### config.mk
export PLATFORM = sky130hd
export DESIGN_NAME = cond_logic
export DESIGN_NICKNAME = d
export VERILOG_FILES = /design/src/rtl/cond_logic.sv
export SDC_FILE = /design/constraint.sdc
export NUM_CORES = 1
export LEC_CHECK = 0
export CAP_MARGIN = 20
export CORE_AREA = 2 2 39 41
export CTS_CLUSTER_DIAMETER = 60
export DETAILED_ROUTE_END_ITERATION = 7
export DIE_AREA = 0 0 41 43
export DONT_BUFFER_PORTS = 1
export SLEW_MARGIN = 20
export SYNTH_ARGS = -nofsm -noshare
export SYNTH_HDL_FRONTEND = slang
export SYNTH_SLANG_ARGS = --single-unit
### constraint.sdc
create_clock -name clk -period 3.95 [get_ports clk]
set_clock_uncertainty 0.1 [all_clocks]
set_input_delay 0.9875 -clock clk [delete_from_list [all_inputs] [get_ports clk]]
set_output_delay 0.9875 -clock clk [all_outputs]
set_load 0.02 [all_outputs]
### src/rtl/cond_logic.sv
// rtl/cond_logic.sv - ARM condition evaluation, flag register and write-strobe gating
module cond_logic #(
    parameter logic NEVER_CODE_EXEC = 1'b0
) (
    input  logic       clk,
    input  logic       reset,
    input  logic [3:0] Cond,
    input  logic [3:0] ALUFlags,
    input  logic [1:0] FlagW,
    input  logic       PCS,
    input  logic       RegW,
    input  logic       MemW,
    input  logic       NoWrite,
    output logic       PCSrc,
    output logic       RegWrite,
    output logic       MemWrite,
    output logic       CondEx,
    output logic       CondExDelayed,
    output logic [3:0] Flags
);

    logic [3:0] flags_q, flags_d;
    logic       cond_ex_delayed_q, cond_ex_delayed_d;
    logic       cond_ex;
    logic       n_f, z_f, c_f, v_f;

    assign {n_f, z_f, c_f, v_f} = flags_q;

    // Decode the condition field against the stored (not incoming) flags
    always_comb begin
        cond_ex = 1'b0;
        unique case (Cond)
            4'b0000: cond_ex = z_f;
            4'b0001: cond_ex = ~z_f;
            4'b0010: cond_ex = c_f;
            4'b0011: cond_ex = ~c_f;
            4'b0100: cond_ex = n_f;
            4'b0101: cond_ex = ~n_f;
            4'b0110: cond_ex = v_f;
            4'b0111: cond_ex = ~v_f;
            4'b1000: cond_ex = c_f & ~z_f;
            4'b1001: cond_ex = ~(c_f & ~z_f);
            4'b1010: cond_ex = (n_f == v_f);
            4'b1011: cond_ex = (n_f != v_f);
            4'b1100: cond_ex = ~z_f & (n_f == v_f);
            4'b1101: cond_ex = z_f | (n_f != v_f);
            4'b1110: cond_ex = 1'b1;
            default: cond_ex = NEVER_CODE_EXEC;
        endcase
    end

    // Next-state: each flag half is written only when requested and the condition holds
    always_comb begin
        flags_d           = flags_q;
        cond_ex_delayed_d = cond_ex;
        if (FlagW[1] && cond_ex) flags_d[3:2] = ALUFlags[3:2];
        if (FlagW[0] && cond_ex) flags_d[1:0] = ALUFlags[1:0];
    end

    // Flag register and delayed condition, cleared asynchronously
    always_ff @(posedge clk or posedge reset) begin
        if (reset) begin
            flags_q           <= 4'b0000;
            cond_ex_delayed_q <= 1'b0;
        end else begin
            flags_q           <= flags_d;
            cond_ex_delayed_q <= cond_ex_delayed_d;
        end
    end

    assign CondEx        = cond_ex;
    assign CondExDelayed = cond_ex_delayed_q;
    assign Flags         = flags_q;
    assign PCSrc         = PCS & cond_ex;
    assign RegWrite      = RegW & cond_ex & ~NoWrite;
    assign MemWrite      = MemW & cond_ex;

endmodule

=== Word level (Yosys, flattened, before mapping) ===
Index checks and enable logic that the tools add are counted.
W data, S select, Z words.

* Add/sub/neg operators: 0
* Multiply operators: 0
* Div/mod/pow operators: 0
* $lt $le $gt $ge: 0
* Equality and inequality tests: 16
* Shift-type cells: 0
* Mux-type cells: 1
* Bitwise operators: 13
* Reductions and logical operators: 3

{| class="wikitable"
|+ Operators by type and width
! kind !! count
|-
| $eq A4 B4 Y1 const B || 7
|-
| $eq A4 B3 Y1 const B || 4
|-
| $pmux W1 S15 || 1
|-
| $eq A4 B2 Y1 const B || 2
|-
| $and A1 B1 Y1 || 6
|-
| $not A1 Y1 || 6
|-
| $eq A4 B1 Y1 const B || 1
|-
| $logic_not A4 Y1 || 1
|-
| $logic_and A1 B1 Y1 || 2
|-
| $eq A1 B1 Y1 || 1
|-
| $ne A1 B1 Y1 || 1
|-
| $or A1 B1 Y1 || 1
|}

* Register bits: 5
* Latch bits: 0
* Bits in writable memories: 0
* ROM bits: 0
* Input port bits: 16
* Output and inout bits: 9
* Logic and storage cells: 36
* Memories: 0

=== Depth between registers and ports, before layout ===
* Depth in word-level cells: 6
* Mapped depth: 6
* Gate-level depth less buffers: 5

=== Worst setup path after synthesis ===
No wires, ideal clock.

* Kind: input to output
* Start point: input Cond[0]
* End point: output RegWrite
* Arrival: 2488 ps
* Data required time: 2863 ps
* Setup slack: 374 ps
* Stages: 5
* Buffers on the path: 1
* Path through: buf_2 or3_1 a32o_2 or3_4 and3b_1

* Word-level cells in the longest chain between the ends: 4
* Elaborated cells between the ends (all ways): 18
* Classes of those cells: eq/ne (14); mux (1); bitwise (2); reduce/logical (1)

{| class="wikitable"
|+ Ends and longest elaborated chain
! item !! line !! RTL
|-
| from (decl) || 7 || <nowiki>input logic [3:0] Cond,</nowiki>
|-
| $eq A4 B4 Y1 (tied with other cells) || 32 || <nowiki>unique case (Cond)</nowiki>
|-
| $pmux W1 S15 * || 32 ||
|-
| named net CondEx || 17 || <nowiki>output logic CondEx,</nowiki>
|-
| $and A1 B1 Y1 * (2 in a row) || 75 || <nowiki>assign RegWrite = RegW & cond_ex & ~NoWrite;</nowiki>
|-
| to (decl) || 15 || <nowiki>output logic RegWrite,</nowiki>
|}

The timed path passes the listed nets; every way through them passes the cells marked *.

=== Worst setup path after layout ===
* Start point: input Cond[3]
* End point: output RegWrite

Same word-level chain as after synthesis.

==> results.md <==
- Setup slack after layout: 0.363 ns
- Grt met1 use: 0.129
- Clock transition at the registers of the reported paths: 0.04 ns
- Pwr dens: 704 mW/mm^2
- Worst slew margin: 0.653
- DP Area: between 400 and 500 um^2
- Origin of the worst setup path: Cond[3]
- # port buffers: 0
- CP Class: input port to primary output
- Final worst path period need: 3.59 ns
- Initial core utilization: 0.298
- Initial antenna violation count: 0
- H-Tree Depth: 1
- Die W: between 40 and 50 um
- Global-route wire length before repair: 1.32 mm
- Vias in the first global route: 330
- Post-DRT Antenna Nets: 0
- Drt initial violations: 1
- Die Y: 43 um
- Leakage: about 0.19 nW
- Period Utilization, post-route: 0.908
- CTS Buf Count: 3
- Final setup viols: 0
- Seq/Total Area, Yosys: 0.303
- Dpl hpwl: 740 um
- Met2 Resource Use GR: 0.169
- CTS tree: built
- Drt wl/cell: roughly 15 um
- Die area: about 0.0018 mm^2
- Root Buffer: clkbuf_4
- Hold WC Path Type: input port to asynchronous set/reset pin
- PostCTS Resize Cnt: 0
- Final wirelength: 898 um
- Syn. warnings: 0
- I/O Pins: 25
- Post-Syn Nets: 56
- Yosys reg bits: 5
- Reg2reg setup slack: roughly 1.6 ns
- Worst vdd ir: 308 uV
- Run status: finished clean
- Cell area after synthesis: between 400 and 500 um^2
- Fin. max-slew vios: 0
- TNS Setup: 0 ns
- GRT met3 Usage: 0.0262
- Vias/cell: 5.63
- RSZ-0062 raised after global routing: no
- Largest net degree at the start of global routing: 11
- Vias: between 300 and 400
- Startpoint types: input port
- Drt pass-1 iters: 2
- Fillers: 151
- Rows: 14
- DP Worst Slack: roughly 0.36 ns
- Final nets: 60
- Max FO, Critical Path: 8
- Final non-filler cell total: 59
- MaxCap Viol Count: 0
- Global routing's busiest layer: met2
- Final Hold Fails: 0
- Setup Fix Bufs, Post-CTS: 0
- CTS Sinks: 5
- Final instance area: 454 um^2
- # DRC: 0
- Area Growth Syn to Fin: 10.0%
- GRT overflow: 0
- Antenna cells: 0
- Slew of the pin with the lowest slew margin: between 0.5 and 0.6 ns
- Synth top area cells: dfrtp_1 30%, mux2_1 8.2%, o31ai_4 5.2%, or4b_1 4.8%, and3b_1 4.2%
- Critical Path AT: around 2.5 ns
- Crit end category: primary output
- Max frequency: roughly 280 MHz
- Clock Latency Late Sink: about 0.24 ns
- Global Route Usage Sum: 0.111
- Gpl congestion: 0.609
- Placeable Area: about 0.0014 mm^2
- Distinct cells, synth: 24
- Max clock buf depth: 2
- Layout cells sized above 1: 0.233
- Area fraction of the dominant cell type after synthesis: 0.303
- Post-Synthesis Cells: 40
- Worst reg2reg path startpoint: Flags[2]
- CTS Hold Bufs: 0
- DP Cell Count: 55
- Yosys top cell by area: dfrtp_1
- WP data required: 2.86 ns
- Syn avg cell area: a little over 10 um^2
==> cell type report <==
| type | count | area (um^2) | area share |
|---|---|---|---|
| well taps | 16 | 20.0 | 0.0441 |
| flip-flops and latches | 5 | 125 | 0.275 |
| clock buffers | 4 | 26.3 | 0.0579 |
| multi-input cells | 31 | 272 | 0.598 |
| inverters | 3 | 11.3 | 0.0248 |
==> worst max-delay path: stages <==
cell,delay [ns]
and3b_1,0.15
or3_1,0.34
a32o_2,0.31
or3_4,0.45
and3b_1,0.26
==> power by group <==
| group | total [W] | internal (W) | leakage (nW) | switching (W) |
|---|---|---|---|---|
| combinational | 0.000120 | 0.0000619 | 0.116 | 0.0000584 |
| sequential | 0.000142 | 0.0000761 | 0.0589 | 0.0000658 |
| clock | 0.0000576 | 0.0000381 | 0.0150 | 0.0000195 |
==> synth_stat cells <==
| master | number |
|---|---|
| a311oi_1 | 1 |
| a32o_2 | 1 |
| and2_1 | 2 |
| and3b_1 | 2 |
| and3b_2 | 1 |
| buf_2 | 1 |
| dfrtp_1 | 5 |
| inv_1 | 3 |
| mux2_1 | 3 |
| mux2_2 | 1 |
| nand2_1 | 1 |
| nand3b_1 | 2 |
| nor2_1 | 2 |
| nor2b_1 | 1 |
| nor4_2 | 1 |
| o211a_1 | 1 |
| o211ai_1 | 1 |
| o21ai_0 | 3 |
| o31ai_2 | 1 |
| o31ai_4 | 1 |
| or3_1 | 1 |
| or3_4 | 1 |
| or4b_1 | 2 |
| xnor2_1 | 2 |
==> routing by layer <==
layer	part of all wire	up-vias
met1	0.39	161
met2	0.54	12
met5	0	-
met3	0.068	0
met4	0	0
li1	-	159
==> final timing paths <==
kind	to	depth (start not counted)
setup / recovery	RegWrite	5
hold / removal	Flags[0]	1
setup reg to reg	Flags[1]	5
hold reg to reg	Flags[1]	1
max in group asynchronous	CondExDelayed	1
min in group clk	Flags[1]	1
==> flip-flops by register name, indices dropped and copies added, names as in the netlist <==
register	count
Flags	4
CondExDelayed	1
==> cell families (layout without fill, tap and decap cells) <==
group,Yosys count,after routing,synth area share
AO/OA/AOI/OAI,9,9,0.209
XOR/XNOR,2,2,0.0424
buffers and inverters,4,7,0.0394
flip-flops,5,5,0.303
multiplexers,4,4,0.109
AND/OR/NAND/NOR,16,16,0.297
==> per-stage QoR <==
| step | power [W] | utilization | hold slack [ns] |
|---|---|---|---|
| final | 0.000320 | 0.328 | 0.430 |
| after CTS | 0.000327 | 0.328 | 0.427 |
| after floorplan | 0.000243 | - | 0.565 |
| after global placement | 0.000262 | 0.309 | 0.609 |
| after global routing | 0.000347 | 0.328 | 0.438 |
| after detailed placement | 0.000266 | 0.309 | 0.634 |
==> placed cells by master (no fill, tap or decap), types with 2 or more instances in the layout <==
master and count:
nor2_1 2, o21ai_0 3, or4b_1 2, clkbuf_4 3, dfrtp_1 5, xnor2_1 2
and2_1 2, inv_1 3, mux2_1 3, nand3b_1 2, and3b_1 2
(Power assumes the default switching activity.)
